`src/rtl/audio_proc_transceiver_if.sv`:
```
// audio_proc_transceiver_if: ADC link (spi_mosi, spi_cs in; serial_clk out), dac_pdm_out and RED/GREEN/BLUE status LEDs
interface audio_proc_transceiver_if;
  logic spi_mosi;
  logic spi_cs;
  logic serial_clk;
  logic dac_pdm_out;
  logic RED_LED;
  logic GREEN_LED;
  logic BLUE_LED;
  modport master(output spi_mosi, spi_cs, input serial_clk, dac_pdm_out, RED_LED, GREEN_LED, BLUE_LED);
  modport slave(input spi_mosi, spi_cs, output serial_clk, dac_pdm_out, RED_LED, GREEN_LED, BLUE_LED);
endinterface

```
`src/rtl/audio_proc_transceiver.sv`:
```
// audio_proc_transceiver: bit clock gen + PCM deserialiser + sigma-delta PDM DAC; ports input_clk, reset_n (active-high async), bus (slave: spi_mosi/spi_cs in, serial_clk/dac_pdm_out/LEDs out)
module audio_proc_transceiver #(
  parameter int CLK_DIV = 4,
  parameter int DATA_W  = 16
) (
  input logic input_clk,
  input logic reset_n,
  audio_proc_transceiver_if.slave bus
);
  localparam int CW = $clog2(CLK_DIV);
  localparam int BW = $clog2(DATA_W);
  logic [CW-1:0] div_cnt, div_nxt;
  logic [BW-1:0] bit_cnt;
  logic [DATA_W-1:0] shift, sample, word;
  logic [DATA_W:0] acc, sum;
  logic rise_evt, last_bit;
  always_comb begin
    div_nxt  = (div_cnt == CW'(CLK_DIV - 1)) ? '0 : div_cnt + CW'(1);
    rise_evt = div_nxt == CW'(CLK_DIV / 2);
    last_bit = bit_cnt == BW'(DATA_W - 1);
    word     = {shift[DATA_W-2:0], bus.spi_mosi};
    sum      = {1'b0, acc[DATA_W-1:0]} + {1'b0, sample};
  end
  always_ff @(posedge input_clk or posedge reset_n)
    if (reset_n) begin
      div_cnt         <= '0;
      bit_cnt         <= '0;
      shift           <= '0;
      sample          <= {1'b1, {(DATA_W-1){1'b0}}};
      acc             <= '0;
      bus.serial_clk  <= 1'b0;
      bus.dac_pdm_out <= 1'b0;
      bus.RED_LED     <= 1'b1;
      bus.GREEN_LED   <= 1'b0;
      bus.BLUE_LED    <= 1'b0;
    end else begin
      div_cnt         <= div_nxt;
      bus.serial_clk  <= div_nxt >= CW'(CLK_DIV / 2);
      acc             <= sum;
      bus.dac_pdm_out <= sum[DATA_W];
      bus.RED_LED     <= 1'b0;
      if (rise_evt) begin
        if (bus.spi_cs) bit_cnt <= '0;
        else begin
          shift   <= word;
          bit_cnt <= last_bit ? '0 : bit_cnt + BW'(1);
          if (last_bit) begin
            sample        <= {~word[DATA_W-1], word[DATA_W-2:0]};
            bus.GREEN_LED <= ~bus.GREEN_LED;
            bus.BLUE_LED  <= word[DATA_W-1];
          end
        end
      end
    end
endmodule

```
`src/flat_wrapper.sv`:
```
// flat-port wrapper written by rule: the top's interface ports become plain ports
module audio_proc_transceiver_flat 
#(
  parameter int CLK_DIV = 4,
  parameter int DATA_W  = 16
)
  (input_clk, reset_n, bus_spi_mosi, bus_spi_cs, bus_serial_clk, bus_dac_pdm_out, bus_RED_LED, bus_GREEN_LED, bus_BLUE_LED);
  audio_proc_transceiver_if bus_i ();
  input logic input_clk;
  input logic reset_n;
  input wire logic [$bits(bus_i.spi_mosi)-1:0] bus_spi_mosi;
  input wire logic [$bits(bus_i.spi_cs)-1:0] bus_spi_cs;
  output wire logic [$bits(bus_i.serial_clk)-1:0] bus_serial_clk;
  output wire logic [$bits(bus_i.dac_pdm_out)-1:0] bus_dac_pdm_out;
  output wire logic [$bits(bus_i.RED_LED)-1:0] bus_RED_LED;
  output wire logic [$bits(bus_i.GREEN_LED)-1:0] bus_GREEN_LED;
  output wire logic [$bits(bus_i.BLUE_LED)-1:0] bus_BLUE_LED;
  assign bus_i.spi_mosi = bus_spi_mosi;
  assign bus_i.spi_cs = bus_spi_cs;
  assign bus_serial_clk = bus_i.serial_clk;
  assign bus_dac_pdm_out = bus_i.dac_pdm_out;
  assign bus_RED_LED = bus_i.RED_LED;
  assign bus_GREEN_LED = bus_i.GREEN_LED;
  assign bus_BLUE_LED = bus_i.BLUE_LED;
  audio_proc_transceiver #(.CLK_DIV(CLK_DIV), .DATA_W(DATA_W)) u_core (.input_clk(input_clk), .reset_n(reset_n), .bus(bus_i));
endmodule
```
`config.mk`:
```
export PLATFORM = sky130hd
export DESIGN_NAME = audio_proc_transceiver_flat
export DESIGN_NICKNAME = d
export VERILOG_FILES = /design/src/rtl/audio_proc_transceiver_if.sv /design/src/rtl/audio_proc_transceiver.sv /design/src/flat_wrapper.sv
export SDC_FILE = /design/constraint.sdc
export NUM_CORES = 1
export LEC_CHECK = 0
export ABC_AREA = 1
export CORE_ASPECT_RATIO = 1.1
export CORE_MARGIN = 4
export CORE_UTILIZATION = 55
export DETAILED_ROUTE_END_ITERATION = 10
export GPL_TIMING_DRIVEN = 0
export PLACE_DENSITY = 0.73
export SYNTH_ARGS = -nofsm -noshare
export SYNTH_HDL_FRONTEND = slang
export SYNTH_SLANG_ARGS = --single-unit
```
`constraint.sdc`:
```
create_clock -name input_clk -period 4.9 [get_ports input_clk]
set_clock_uncertainty 0.2 [all_clocks]
set_input_delay 0.49 -clock input_clk [delete_from_list [all_inputs] [get_ports input_clk]]
set_output_delay 0.49 -clock input_clk [all_outputs]
set_load 0.01 [all_outputs]
```
# --- Word level (Yosys, flattened, before mapping) ---
# Index checks and enable logic that the tools add are counted.
# W data, S select, Z words.
totals:
  inputBits: 4
  regBits: 58
  out_inout_bits: 5
op_classes:
  magnitude_cmp: 1
  muxes: 3
  reduce_logical: 2
  n_eq_ne: 3
  bitwise_logic: 3
  n_addsub: 3
ops:
  columns: ["cell", "n"]
  rows:
  - ["$add A16 B16 Y17", 1]
  - ["$mux W4", 2]
  - ["$add A4 B1 Y4 const B", 1]
  - ["$eq A2 B2 Y1 const B", 2]
  - ["$eq A4 B4 Y1 const B", 1]
  - ["$not A1 Y1", 3]
  - ["$reduce_and A3 Y1", 1]
  - ["$add A2 B1 Y2 const B", 1]
  - ["$ge A2 B2 Y1 const B", 1]
  - ["$mux W2", 1]
  - ["$reduce_and A2 Y1", 1]

# --- Logic depth before layout (Yosys ltp) ---
# Gate-level depths: netlist of run 1.
depth:
  word_depth: 4
  depth_mapped: 10

# --- Least setup slack after synthesis of run 1 ---
# Ideal clock, no wire load.
synth_timing:
  path_kind: "input-to-reg"
  start: "input port u_core.sample[0]"
  end: "register u_core.acc[8]"
  setup_slack_ns: 3.133
  arrival_time_ns: 1.443
  setup_time_ns: 0.125
  required_time_ns: 4.575
  path_stages: 9
  cell_sequence: "dfrtp_1 ha_1 fa_1 nand2_1 nand2_1 and2_4 nand2_1 nand2_1 xor2_1"
synth_between:
  elab_chain_len: 1
synth_lines:
  columns: ["item", "line_no", "rtl"]
  rows:
  - ["start: declaration", "audio_proc_transceiver.sv:14", "logic [DATA_W-1:0] shift, sample, word;"]
  - ["$add A16 B16 Y17", "audio_proc_transceiver.sv:22", "sum = {1'b0, acc[DATA_W-1:0]} + {1'b0, sample};"]
  - ["via u_core.sum[8]", "audio_proc_transceiver.sv:15", "logic [DATA_W:0] acc, sum;"]
  - ["end signal: assignment", "audio_proc_transceiver.sv:39", "acc <= sum;"]
  - ["end: declaration", "audio_proc_transceiver.sv:15", null]
# The timed path passes the listed nets, and every way through them passes these cells.
# A chain may end at the register's enable or synchronous reset.

# --- Worst setup path in the final report of run 1 ---
layout_timing:
  start: "input port u_core.bus.RED_LED"
  end: "output port bus_RED_LED"
layout_rtl:
  columns: ["item", "line_no", "rtl"]
  rows:
  - ["start: declaration", "audio_proc_transceiver_if.sv:11", "modport slave(input spi_mosi, spi_cs, output serial_clk, dac_pdm_out, RED_LED, GREEN_LED, BLUE_LED);"]
  - ["end: declaration", "flat_wrapper.sv:15", "output wire logic [$bits(bus_i.RED_LED)-1:0] bus_RED_LED;"]
# No word-level cell between the ends.

==> metrics, run 1 <==
die area=6710 sq um; routability cong.=0.865; CTS H-tree lvls=3; endpoints failing setup=0; peak supply drop=289 uV; layout cells sized above 1=15.6%; post-synthesis mux area share=0%; Hold Violations, Final=0; post-route insts no fill=451; CP cell instances=clkdlybuf4s50_1; number of diodes=0; commonest non-fill, non-tap cells in the layout=nand2_1 (118), dfrtp_1 (55), inv_1 (53), ha_1 (19), o21ai_0 (17); Mapped Cells=354; Fin Setup TNS=0 ps; sequential cell area fraction in the yosys report=47.6%; area grow syn2layout=13.9%; fin nets=398; # resized after CTS=0; Arr. time, crit path=1370 ps; Initial Util=58.5%; vias in the first global route=2,175; cell taking the most area after synthesis=dfrtp_1; critical path depth in cells=1; via count=2,170; sequential power share=47.6%; worst-path fanout max=1; Worst-path clk slew=60 ps; Root Driver=clkbuf_8; Tmin final=2060 ps; CP endpoint kind=output pin; reg2reg path depth=10; crit path to=bus_RED_LED; first-pass iteration count of the detailed router=4; Slowest cell on crit path=clkdlybuf4s50_1; Syn Nets=378; GRT Resource Usage Total=18.5%; Reg2Reg Launch Point=u_core.sample[0]$_DFFE_PP0P_; post-CTS setup buffers=0; Synth Area in Adders=8.58%; HP Class=primary input to async pin; # clock sinks=57; core footprint=5130 sq um; Synth area leaders=dfrtp_1 (46%), nand2_1 (15%), ha_1 (7.9%); DRT iter0 DRCs=147; Switch Pwr=255 uW; I/O pin count=9; global-route wire length before repair=9580 um; Synth Area in Compound Gates=9.29%; CTS Hold Bufs=0; Fin Hold WS=239 ps; LEAKAGE=0.00187 uW; post-synthesis cell type count=31; area share of the largest cell type after synthesis=45.8%; DRC violations left=0; synth warn=0; CTS tree=built; crit path from=u_core.bus.RED_LED$_DFF_PP1_; Avg Vias per Cell=4.81; Routed Antenna Nets=0; CTS Buf Count=9; Clock Path Buffers=2; largest net degree at the start of global routing=44; fin crit share=42.1%; initial antenna violation count=0; clock share of power=44.2%; startpoint types=flop; Post-Synth XOR/XNOR Area=2.63%; FF-to-FF setup slack=3000 ps; per-cell routed wire length=11.8 um; Die Y=85.5 um; largest family of logic cells by synthesized area=simple AND/OR/NAND/NOR gates; Slew Viols, Final=0; placed insts=435; Final HPWL DP=4000 um; syn_area_per_cell=8.48 sq um; clk_lat worst skew=330 ps; wirelength, routed=5340 um; Cell Area, Synth=3000 sq um; Simple-Gate Fraction of Synth Area=22.9%; max capacitance violation total=0; Buf/Inv on CP=1; share of total power in combinational logic=8.1%; final core occ=66.6%; FP Rows=27; endpoint of the worst register-to-register path=u_core.acc[14]$_DFF_PP0_; Power Density=320 nW/um^2; slowest stage delay, CP=530 ps; die width=78.5 um; most common cell after layout, fill and taps aside=nand2_1; CP required=4210 ps; FF+latch count, synth=57; Power, Total=1100 uW; port buffer count=8; Switching Share=23.2%; Top delay family on crit path=buffers and inverters; P_int=841 uW; Crit Path Class=flop to output pin; fmax=484 MHz; global route total overflow=0; status=completed; RSZ-0062 raised after global routing=no
[how the worst min path moves through the flow]
stage                            startpoint                            end  slack, ps  depth (start not counted)
3_5_place_dp    u_core.div_cnt[0]$_DFF_PP0_    u_core.div_cnt[0]$_DFF_PP0_        260                          1
2_1_floorplan  u_core.shift[14]$_DFFE_PP0P_  u_core.sample[15]$_DFFE_PP1P_        220                          1
6_report                            reset_n  u_core.sample[14]$_DFFE_PP0P_        240                          2
4_1_cts                             reset_n   u_core.shift[11]$_DFFE_PP0P_        240                          2
3_3_place_gp    u_core.div_cnt[0]$_DFF_PP0_    u_core.div_cnt[0]$_DFF_PP0_        250                          1
5_1_grt                             reset_n  u_core.sample[14]$_DFFE_PP0P_        290                          2
[logic make-up (layout without fill, tap and decap cells)]
kind of cell / Yosys count / count (layout)
AND/OR/NAND/NOR: 160 / 160
buffers and inverters: 64 / 89
flip-flops: 57 / 57
AO/OA/AOI/OAI: 43 / 43
adder cells (fa/ha/maj): 20 / 20
XOR/XNOR: 9 / 9
other: 1 / 1
[Yosys cell counts (all sizes together)]
cell,n
o21bai,1
nand3,10
fa,1
o22ai,1
nand2,125
ha,19
nand4,1
xnor2,2
nor3,4
nor2,15
inv,58
or2,2
xor2,7
buf,5
o21ai,32
dfrtp,55
nand3b,2
and2,1
conb,1
a22o,1
clkbuf,1
dfstp,2
a21oi,8
[flip-flops by register name, indices dropped and copies added (netlist names)]
signal,cells
u_core.bus.RED_LED,1
u_core.acc,16
u_core.bus.dac_pdm_out,1
u_core.div_cnt,1
u_core.bus.serial_clk,1
u_core.bus.BLUE_LED,1
u_core.sample,16
u_core.bus.GREEN_LED,1
u_core.shift,15
u_core.bit_cnt,4
[per-layer routing]
layer | wire length [um] | track usage [%] | vias up
met5 | 0 | 0 | -
met4 | 130 | 10.3 | 0
met3 | 121 | 3.15 | 11
met2 | 2530 | 30.3 | 26
met1 | 2560 | 23.4 | 995
li1 | - | - | 1138
[layout make-up]
cell class	instances	area [sq um]
buffer	6	48.8
clock buffer	15	196
clock inverter	1	30.0
fill	446	1720
inverter	58	218
multi-input combinational	233	1310
sequential	57	1430
tap	72	90.1
timing repair buffer	9	100
[power by group through the flow]
| stage | Sequential, uW | Clock, uW | Combinational (uW) |
|---|---|---|---|
| final | 522 | 484 | 89.2 |
| after global routing | 526 | 518 | 105 |
| after CTS | 522 | 495 | 90.6 |
| after detailed placement | 530 | 0 | 89.3 |
| after global placement | 529 | 0 | 85.3 |
| after floorplan | 525 | 0 | 67.6 |
[stage by stage]
stage	worst slack [ps]	area, sq um
global route	2800	3420
floorplan	2810	3000
finish	2840	3420
global placement	1790	3170
CTS	2820	3420
detailed placement	2950	3190
Note: power is estimated with default switching activity, not from simulation.
==> run 2: changes to the inputs <==
--- a/config.mk
+++ b/config.mk
@@ -11,7 +11,7 @@
 export CORE_UTILIZATION = 55
 export DETAILED_ROUTE_END_ITERATION = 10
 export GPL_TIMING_DRIVEN = 0
-export PLACE_DENSITY = 0.73
+export PLACE_DENSITY = 0.76
 export SYNTH_ARGS = -nofsm -noshare
 export SYNTH_HDL_FRONTEND = slang
 export SYNTH_SLANG_ARGS = --single-unit
==> constraint.sdc (replaced) <==
create_clock -name input_clk -period 1.88 [get_ports input_clk]
set_clock_uncertainty 0.2 [all_clocks]
set_input_delay 0.188 -clock input_clk [delete_from_list [all_inputs] [get_ports input_clk]]
set_output_delay 0.188 -clock input_clk [all_outputs]
set_load 0.01 [all_outputs]
==> run 2 against run 1 <==
First-iteration DRC count fell by 29%. Global-route usage fell by 0.21 points. Sequential cell count unchanged. Largest cell class unchanged. Highest routed layer unchanged.
==> metrics, run 2 (synthesized netlist as in run 1, its figures left out) <==
area grow syn2layout=16.2%; Worst-path clk slew=70 ps; CTS tree=built; Root Driver=clkbuf_8; fmax=537 MHz; dpl cell area=3190 sq um; RSZ-0062 raised after global routing=yes; first-pass iteration count of the detailed router=4; max capacitance violation total=0; per-cell routed wire length=11.8 um; core footprint=5130 sq um; Routed Antenna Nets=0; commonest non-fill, non-tap cells in the layout=nand2_1 (110), dfrtp_1 (55), inv_1 (53), o21ai_0 (17), ha_1 (16); CTS Hold Bufs=0; CP cell instances=ha_4 -> fa_2 -> nand2_2 -> nand2_2 -> and2_4 -> nand3_4 -> nand3_2 -> nand2_2 -> nand2_2; peak supply drop=579 uV; Tmin final=1860 ps; Clock Path Buffers=2; CP required=1910 ps; global route total overflow=0; global-route wire length before repair=9430 um; Arr. time, crit path=1890 ps; FP Rows=27; largest net degree at the start of global routing=36; Avg Vias per Cell=4.81; CP endpoint kind=flop; die area=6710 sq um; layout cells sized above 1=19.6%; # clock sinks=57; Hold Violations, Final=0; Die Y=85.5 um; worst-path fanout max=3; I/O pin count=9; Initial Util=58.5%; cell mode on critical path=nand2_2; via count=2,184; Slowest cell on crit path=dfrtp_1; DRC violations left=0; most common cell after layout, fill and taps aside=nand2_1; endpoints failing setup=0; port buffer count=8; CTS Buf Count=9; fin nets=401; status=completed; die width=78.5 um; Design Area, Final=3490 sq um; number of diodes=0; HP Class=primary input to async pin; fin crit share=99.1%; Crit Path Class=flop to flop; routability cong.=0.854; Power Density=800 nW/um^2; initial antenna violation count=0; GRT Resource Usage Total=18.3%; LEAKAGE=0.00188 uW; slowest stage delay, CP=420 ps; startpoint types=flop; wirelength, routed=5350 um; DRT iter0 DRCs=105; vias in the first global route=2,165; Largest regs=u_core.acc x16, u_core.sample x16, u_core.shift x15; Fin Setup TNS=0 ps; Slew Viols, Final=0; clk_lat worst skew=330 ps; CTS H-tree lvls=3; Final HPWL DP=3890 um
-- run 2: cell count changes in the layout (fill, tap and decap cells not counted), sizes merged --
cell,delta
clkbuf,-1
buf,+3
clkinv,+1
-- run 2: final timing paths --
kind / startpoint / end / slack, ps / cells after the start
min in group input_clk: bus_spi_mosi / u_core.sample[0]$_DFFE_PP0P_ / 250 / 3
min reg2reg: u_core.div_cnt[0]$_DFF_PP0_ / u_core.div_cnt[0]$_DFF_PP0_ / 270 / 1
max: u_core.sample[0]$_DFFE_PP0P_ / u_core.acc[12]$_DFF_PP0_ / 20 / 9
min: reset_n / u_core.shift[8]$_DFFE_PP0P_ / 0.7 / 2
max in group asynchronous: reset_n / u_core.sample[15]$_DFFE_PP1P_ / 890 / 3
max reg2reg: u_core.sample[0]$_DFFE_PP0P_ / u_core.acc[12]$_DFF_PP0_ / 20 / 9
-- run 2: stage by stage --
stage	power (uW)	hold slack, ps	worst slack, ps	std cells	utilization, %
2_1_floorplan	1540	97.6	95.7	354	-
3_3_place_gp	1600	258	-886	434	61.8
3_5_place_dp	1610	265	-48.4	435	62.2
4_1_cts	2800	4.41	6.23	452	66.4
5_1_grt	2920	31.2	-102	454	68.0
6_report	2790	0.656	17.0	454	68.0
-- run 2: metal layers --
| layer | up-vias | global-route usage (%) | routed length (um) | part of all wire (%) |
|---|---|---|---|---|
| li1 | 1137 | - | - | - |
| met3 | 13 | 5.67 | 129 | 2.4 |
| met4 | 0 | 8.90 | 121 | 2.3 |
| met2 | 21 | 30.6 | 2600 | 49 |
| met5 | - | 0 | 0 | 0 |
| met1 | 1013 | 21.5 | 2490 | 47 |
-- run 2: critical path, delay by kind of cell, from the launching register on --
family / cells / cell delay (ps)
adders and majority gates: 2 / 590
and+or+nand+nor: 7 / 560
DFF: 1 / 420
-- run 2: cell type report --
type                            instances  area (sq um)
Clock buffer                           14           173
Sequential cell                        57          1430
Inverter                               58           218
Fill cell                             416          1650
Clock inverter                          2          35.0
Multi-Input combinational cell        233          1370
Buffer                                  6          48.8
Timing Repair Buffer                   12           123
Tap cell                               72          90.1
-- run 2: repair_timing --
item                                    CTS  global route
gates resized for setup                   1            15
pin swaps                                 0             5
endpoints found under the setup margin    5             7
buffers inserted                          1             2
endpoints found under the hold margin     0             0
-- run 2: where the power goes --
part	internal, uW	switching, uW	total, uW
Clock	720	472	1190
Combinational	86.4	151	238
Sequential	1310	47.0	1360
Total	2120	670	2790
